`src/rtl/dmem_copy_pkg.sv`:
```
// Shared types and constants for the data-memory copy engine.
package dmem_copy_pkg;

  typedef enum logic [1:0] {
    IDLE,
    READ,
    WRITE,
    DONE
  } copy_state_t;

  localparam int WORD_BYTES = 4;

  function automatic logic [32:0] region_bytes(input int data_brams);
    return 33'd1 << (11 + data_brams);
  endfunction

endpackage

```
`src/rtl/dmem_range_check.sv`:
```
// Combinational legality check for one copy endpoint: word alignment, region
// membership, and that the whole block of words ends inside the region.
module dmem_range_check
  import dmem_copy_pkg::*;
#(
  parameter int          DATA_BRAMS         = 1,
  parameter logic [31:0] DATA_START_ADDRESS = 32'h00800000,
  parameter int          COUNT_BITS         = 16
) (
  input  logic [31:0]           base_addr,
  input  logic [COUNT_BITS-1:0] count,
  output logic                  ok
);

  localparam logic [32:0] REGION_START = {1'b0, DATA_START_ADDRESS};
  localparam logic [32:0] REGION_END   = REGION_START + region_bytes(DATA_BRAMS);

  logic [32:0] addr_ext;
  logic [32:0] end_addr;

  // The end bound is formed at 33 bits so an address near 2^32 cannot wrap and pass.
  always_comb begin
    addr_ext = {1'b0, base_addr};
    end_addr = addr_ext + (33'(count) * 33'(WORD_BYTES));
    ok = (base_addr[1:0] == 2'b00) &&
         (addr_ext >= REGION_START) &&
         (addr_ext < REGION_END) &&
         (end_addr <= REGION_END);
  end

endmodule

```
`src/rtl/dmem_copy_engine.sv`:
```
// Block copy engine that drives the shared data-memory port: one word per
// READ/WRITE pair, with both endpoints range-checked before any access.
module dmem_copy_engine
  import dmem_copy_pkg::*;
#(
  parameter int          DATA_BRAMS         = 1,
  parameter logic [31:0] DATA_START_ADDRESS = 32'h00800000,
  parameter int          COUNT_BITS         = 16
) (
  input  logic                  clk,
  input  logic                  rst,
  input  logic                  start,
  input  logic [31:0]           src_addr,
  input  logic [31:0]           dst_addr,
  input  logic [COUNT_BITS-1:0] word_count,
  input  logic                  abort,
  output logic                  busy,
  output logic                  done,
  output logic                  error,
  output logic [COUNT_BITS-1:0] words_done,
  output logic [31:0]           dAddress,
  output logic                  MemWrite,
  output logic [31:0]           dWriteData,
  input  logic [31:0]           dReadData
);

  localparam logic [COUNT_BITS-1:0] ONE = 1;

  copy_state_t           state_q, state_d;
  logic [31:0]           src_q, src_d;
  logic [31:0]           dst_q, dst_d;
  logic [COUNT_BITS-1:0] count_q, count_d;
  logic [COUNT_BITS-1:0] words_done_q, words_done_d;
  logic                  error_q, error_d;
  logic                  src_ok, dst_ok;

  dmem_range_check #(
    .DATA_BRAMS        (DATA_BRAMS),
    .DATA_START_ADDRESS(DATA_START_ADDRESS),
    .COUNT_BITS        (COUNT_BITS)
  ) u_src_check (
    .base_addr(src_addr),
    .count    (word_count),
    .ok       (src_ok)
  );

  dmem_range_check #(
    .DATA_BRAMS        (DATA_BRAMS),
    .DATA_START_ADDRESS(DATA_START_ADDRESS),
    .COUNT_BITS        (COUNT_BITS)
  ) u_dst_check (
    .base_addr(dst_addr),
    .count    (word_count),
    .ok       (dst_ok)
  );

  always_ff @(posedge clk or posedge rst) begin
    if (rst) begin
      state_q      <= IDLE;
      src_q        <= '0;
      dst_q        <= '0;
      count_q      <= '0;
      words_done_q <= '0;
      error_q      <= 1'b0;
    end else begin
      state_q      <= state_d;
      src_q        <= src_d;
      dst_q        <= dst_d;
      count_q      <= count_d;
      words_done_q <= words_done_d;
      error_q      <= error_d;
    end
  end

  always_comb begin
    state_d      = state_q;
    src_d        = src_q;
    dst_d        = dst_q;
    count_d      = count_q;
    words_done_d = words_done_q;
    error_d      = 1'b0;
    case (state_q)
      IDLE: begin
        if (start) begin
          if (src_ok && dst_ok) begin
            src_d        = src_addr;
            dst_d        = dst_addr;
            count_d      = word_count;
            words_done_d = '0;
            state_d      = (word_count == '0) ? DONE : READ;
          end else begin
            error_d = 1'b1;
          end
        end
      end
      // Aborting here drops the word whose read is in flight.
      READ:    state_d = abort ? DONE : WRITE;
      WRITE: begin
        src_d        = src_q + 32'(WORD_BYTES);
        dst_d        = dst_q + 32'(WORD_BYTES);
        words_done_d = words_done_q + ONE;
        state_d      = ((words_done_d == count_q) || abort) ? DONE : READ;
      end
      DONE:    state_d = IDLE;
      default: state_d = IDLE;
    endcase
  end

  always_comb begin
    busy       = 1'b0;
    done       = 1'b0;
    MemWrite   = 1'b0;
    dAddress   = '0;
    dWriteData = '0;
    case (state_q)
      READ: begin
        busy     = 1'b1;
        dAddress = src_q;
      end
      WRITE: begin
        busy       = 1'b1;
        MemWrite   = 1'b1;
        dAddress   = dst_q;
        dWriteData = dReadData;
      end
      DONE:    done = 1'b1;
      default: ;
    endcase
  end

  assign error      = error_q;
  assign words_done = words_done_q;

endmodule

```
`config.mk`:
```
export PLATFORM = sky130hd
export DESIGN_NAME = dmem_copy_engine
export DESIGN_NICKNAME = d
export VERILOG_FILES = /design/src/rtl/dmem_copy_pkg.sv /design/src/rtl/dmem_range_check.sv /design/src/rtl/dmem_copy_engine.sv
export SDC_FILE = /design/constraint.sdc
export NUM_CORES = 1
export LEC_CHECK = 0
export ABC_AREA = 1
export CORE_ASPECT_RATIO = 1.5
export CORE_MARGIN = 3
export CORE_UTILIZATION = 50
export CTS_CLUSTER_SIZE = 25
export DETAILED_ROUTE_END_ITERATION = 7
export DONT_BUFFER_PORTS = 1
export PLACE_DENSITY = 0.8
export SLEW_MARGIN = 20
export SYNTH_ARGS = -nofsm -noshare
export SYNTH_HDL_FRONTEND = slang
export SYNTH_SLANG_ARGS = --single-unit
```
`constraint.sdc`:
```
create_clock -name clk -period 3.2 [get_ports clk]
set_clock_uncertainty 0.15 [all_clocks]
set_input_delay 0.32 -clock clk [delete_from_list [all_inputs] [get_ports clk]]
set_output_delay 0.32 -clock clk [all_outputs]
set_load 0.02 [all_outputs]
```
==> reports/metrics.csv <==
metric;value;unit
synth_warnings;0;
cp_max_fo;4;
die_h;184;µm
r2r_cells;16;
crit_chain;ha_1 -> fa_1 -> buf_4 -> nand4_1 -> nand2_1 -> nand2_1 -> nand2_1 -> nand2_1 -> nand2_1 -> nand2_1 -> nand3_1 -> nor2_2 -> nand2_1 -> nand2_1 -> nand2_1 -> nor2_4 -> buf_4 -> nand3_1 -> nand2_1 -> nand2_1 -> nand2_1 -> nand2_1;
synth_commonest_cells;709 x nand2_1, 264 x inv_1, 149 x nor2_1;
dp.cells;2102;
status;finished, final reports clean;
syn_avg_cell_area;5.78;µm²
dieArea;0.0228;mm²
drt-initial-drc-count;1240;
cts_inserted_buffers;9;
vias_per_cell;5.67;
rsz0062_at_grt;true;
ys_types;50;
overflow;0;
setup_viol;0;
initial_core_util;51.3;%
yosysMostFrequentCell;nand2_1;
firstDrtPassIters;5;
clock_latency;0.36;ns
antenna_found_initial;1;
netlist_top_cells_area;nand2_1 25%, dfrtp_1 24%, inv_1 9.4%, nand3_1 5.9%, nor2_1 5.3%;
placement_rows;64;
drcViolationCount;0;
h-tree-depth;3;
stdcell_count;2134;
crit_buf_inv;2;
ys.flop_type;dfrtp_1;
grt_pass1_wl;60300;µm
grt_max_degree;100;
cp.required;3.29;ns
p_leak;0.00629;µW
antennaDiodeCount;0;
worstSetupEndpoint;dst_q[0];
cp_top_family;simple AND/OR/NAND/NOR gates;
ant_nets;0;
netlist_area;0.0105;mm²
routedWlPerCell;18.3;µm
seq_area_frac_synth;23.6;%
nNetsFinal;2023;
cts.sinks;99;
drive_above_1_share;7.06;%
synthArstFlopShare;100;%
startpoint;src_addr[2];
cp_common_cell;nand2_1;
holdCritPathClass;primary input to register;
criticalPathCategory;primary input to register;
grt_pass1_vias;11200;
cp_num_cells;22;
hpwl;31300;µm
p_per_area;264;mW/mm²
grt_usage;33.1;%
synth_edf_count;0;
startpoint_type;primary input;
cp_slowest_cell;fa_1;
reg2reg_slack;0.30;ns
wirelength;39100;µm
synthCells;1820;
die_x;124;µm
max_stage_delay;0.39;ns
period_minus_slack;2.93;ns
ios;200;
cts_buffer_depth;2;
relSlewSlack;56.9;%
root_buffer;clkbuf_16;
yosys.area.top_type;nand2_1;
io_buffers;0;
place_area;0.0112;mm²
fin_area;0.0117;mm²
end_kind;register;
ys_ff_latch;99;
timing.final.hold_violations;0;
core-area;0.0205;mm²
reg2reg_to;state_q[1];
synth_nets;1978;
vias;12100;
fin_crit_sh;91.7;%
syn_to_final_growth;11.0;%
gp_congestion;1.10;
timing.fmax;341;MHz
r2r-start;words_done[1];
critPathArrivalTime;3.02;ns
maxSlewViolCount;0;
tightest_slew;0.646;ns
maxCapViolCount;0;
cts_tree;done;
ir_drop;0.206;mV
synth_top_area_share;25.3;%
cts.reportedPaths.clkPinSlew;0.07;ns
[worst min path at each step]
| stage | startpoint | to | slack (ns) | depth (start not counted) |
|---|---|---|---|---|
| finish | word_count[15] | count_q[15] | 0.005 | 2 |
| global route | word_count[15] | count_q[15] | 0.03 | 2 |
| CTS | word_count[15] | count_q[15] | 0.0007 | 2 |
| detailed placement | rst | words_done[12] | 0.21 | 2 |
| global placement | rst | words_done[12] | 0.22 | 2 |
| floorplan | src_q[0] | src_q[0] | 0.29 | 2 |
[area by class of cell]
class                      instances  area (µm²)
inverter                         275        1030
timing repair buffer              85         771
clock buffer                       9         225
clock inverter                     7        61.3
tap                              264         330
fill                            2079        8830
multi-input combinational       1395        6770
sequential                        99        2480
[power breakdown]
group | switching (µW) | total (µW) | internal, µW
logic | 460 | 724 | 264
registers | 4.81 | 1260 | 1250
clock network | 554 | 1100 | 543
total | 1020 | 3080 | 2060
[what timing repair did]
item	CTS	global route
hold buffers	13	0
buffers inserted	0	3
endpoints found under the hold margin	111	0
gates resized for setup	0	13
endpoints found under the setup margin	0	46
[state kept, by name (all words and copies together) (netlist names)]
register,count
count_q,16
dst_q,32
error,1
src_q,32
state_q,2
words_done,16
[metrics by stage]
step | utilization (%) | worst slack [ns] | total power, µW | setup TNS [ns] | hold WS [ns]
detailed placement | 54.6 | -0.0752 | 1980 | -2.63 | 0.208
finish | 56.9 | 0.266 | 3080 | 0 | 0.00549
global route | 56.9 | -0.0144 | 3210 | -0.0201 | 0.0276
floorplan | - | 0.140 | 1770 | 0 | 0.292
global placement | 54.6 | -0.0377 | 1970 | -0.623 | 0.216
CTS | 56.6 | 0.197 | 3070 | 0 | 0.000723
[cell families after synthesis]
kind of cell	count (synthesis)	share of synthesized area (%)
flops	99	23.6
buf+inv	326	12.5
compound gates	200	10.4
simple gates	1099	43.7
fa+ha+maj	42	5.14
xor+xnor	54	4.70
[layer usage]
layer | vias to the layer above | share of wire, % | track usage (%) | wire length, µm
met5 | - | 0.020 | 0 | 8
met4 | 2 | 8.2 | 24.0 | 3190
met3 | 162 | 9.4 | 7.06 | 3660
met2 | 613 | 48 | 56.8 | 18600
met1 | 5487 | 35 | 36.2 | 13600
li1 | 5838 | - | - | -
[cell usage in the layout, fill, tap and decap left out, drive strengths merged, types with 13 or more instances in the layout]
cell	synthesis	layout
nand2	712	712
o21ai	101	101
dfrtp	99	99
nand3	126	126
buf	25	72
xor2	43	43
nor2	158	158
nand4	35	35
nor3	30	30
a21oi	63	63
nor4	21	21
inv	274	276
ha	40	40
dlygate4sd3	0	13
Power figures use the tool's default switching activity.
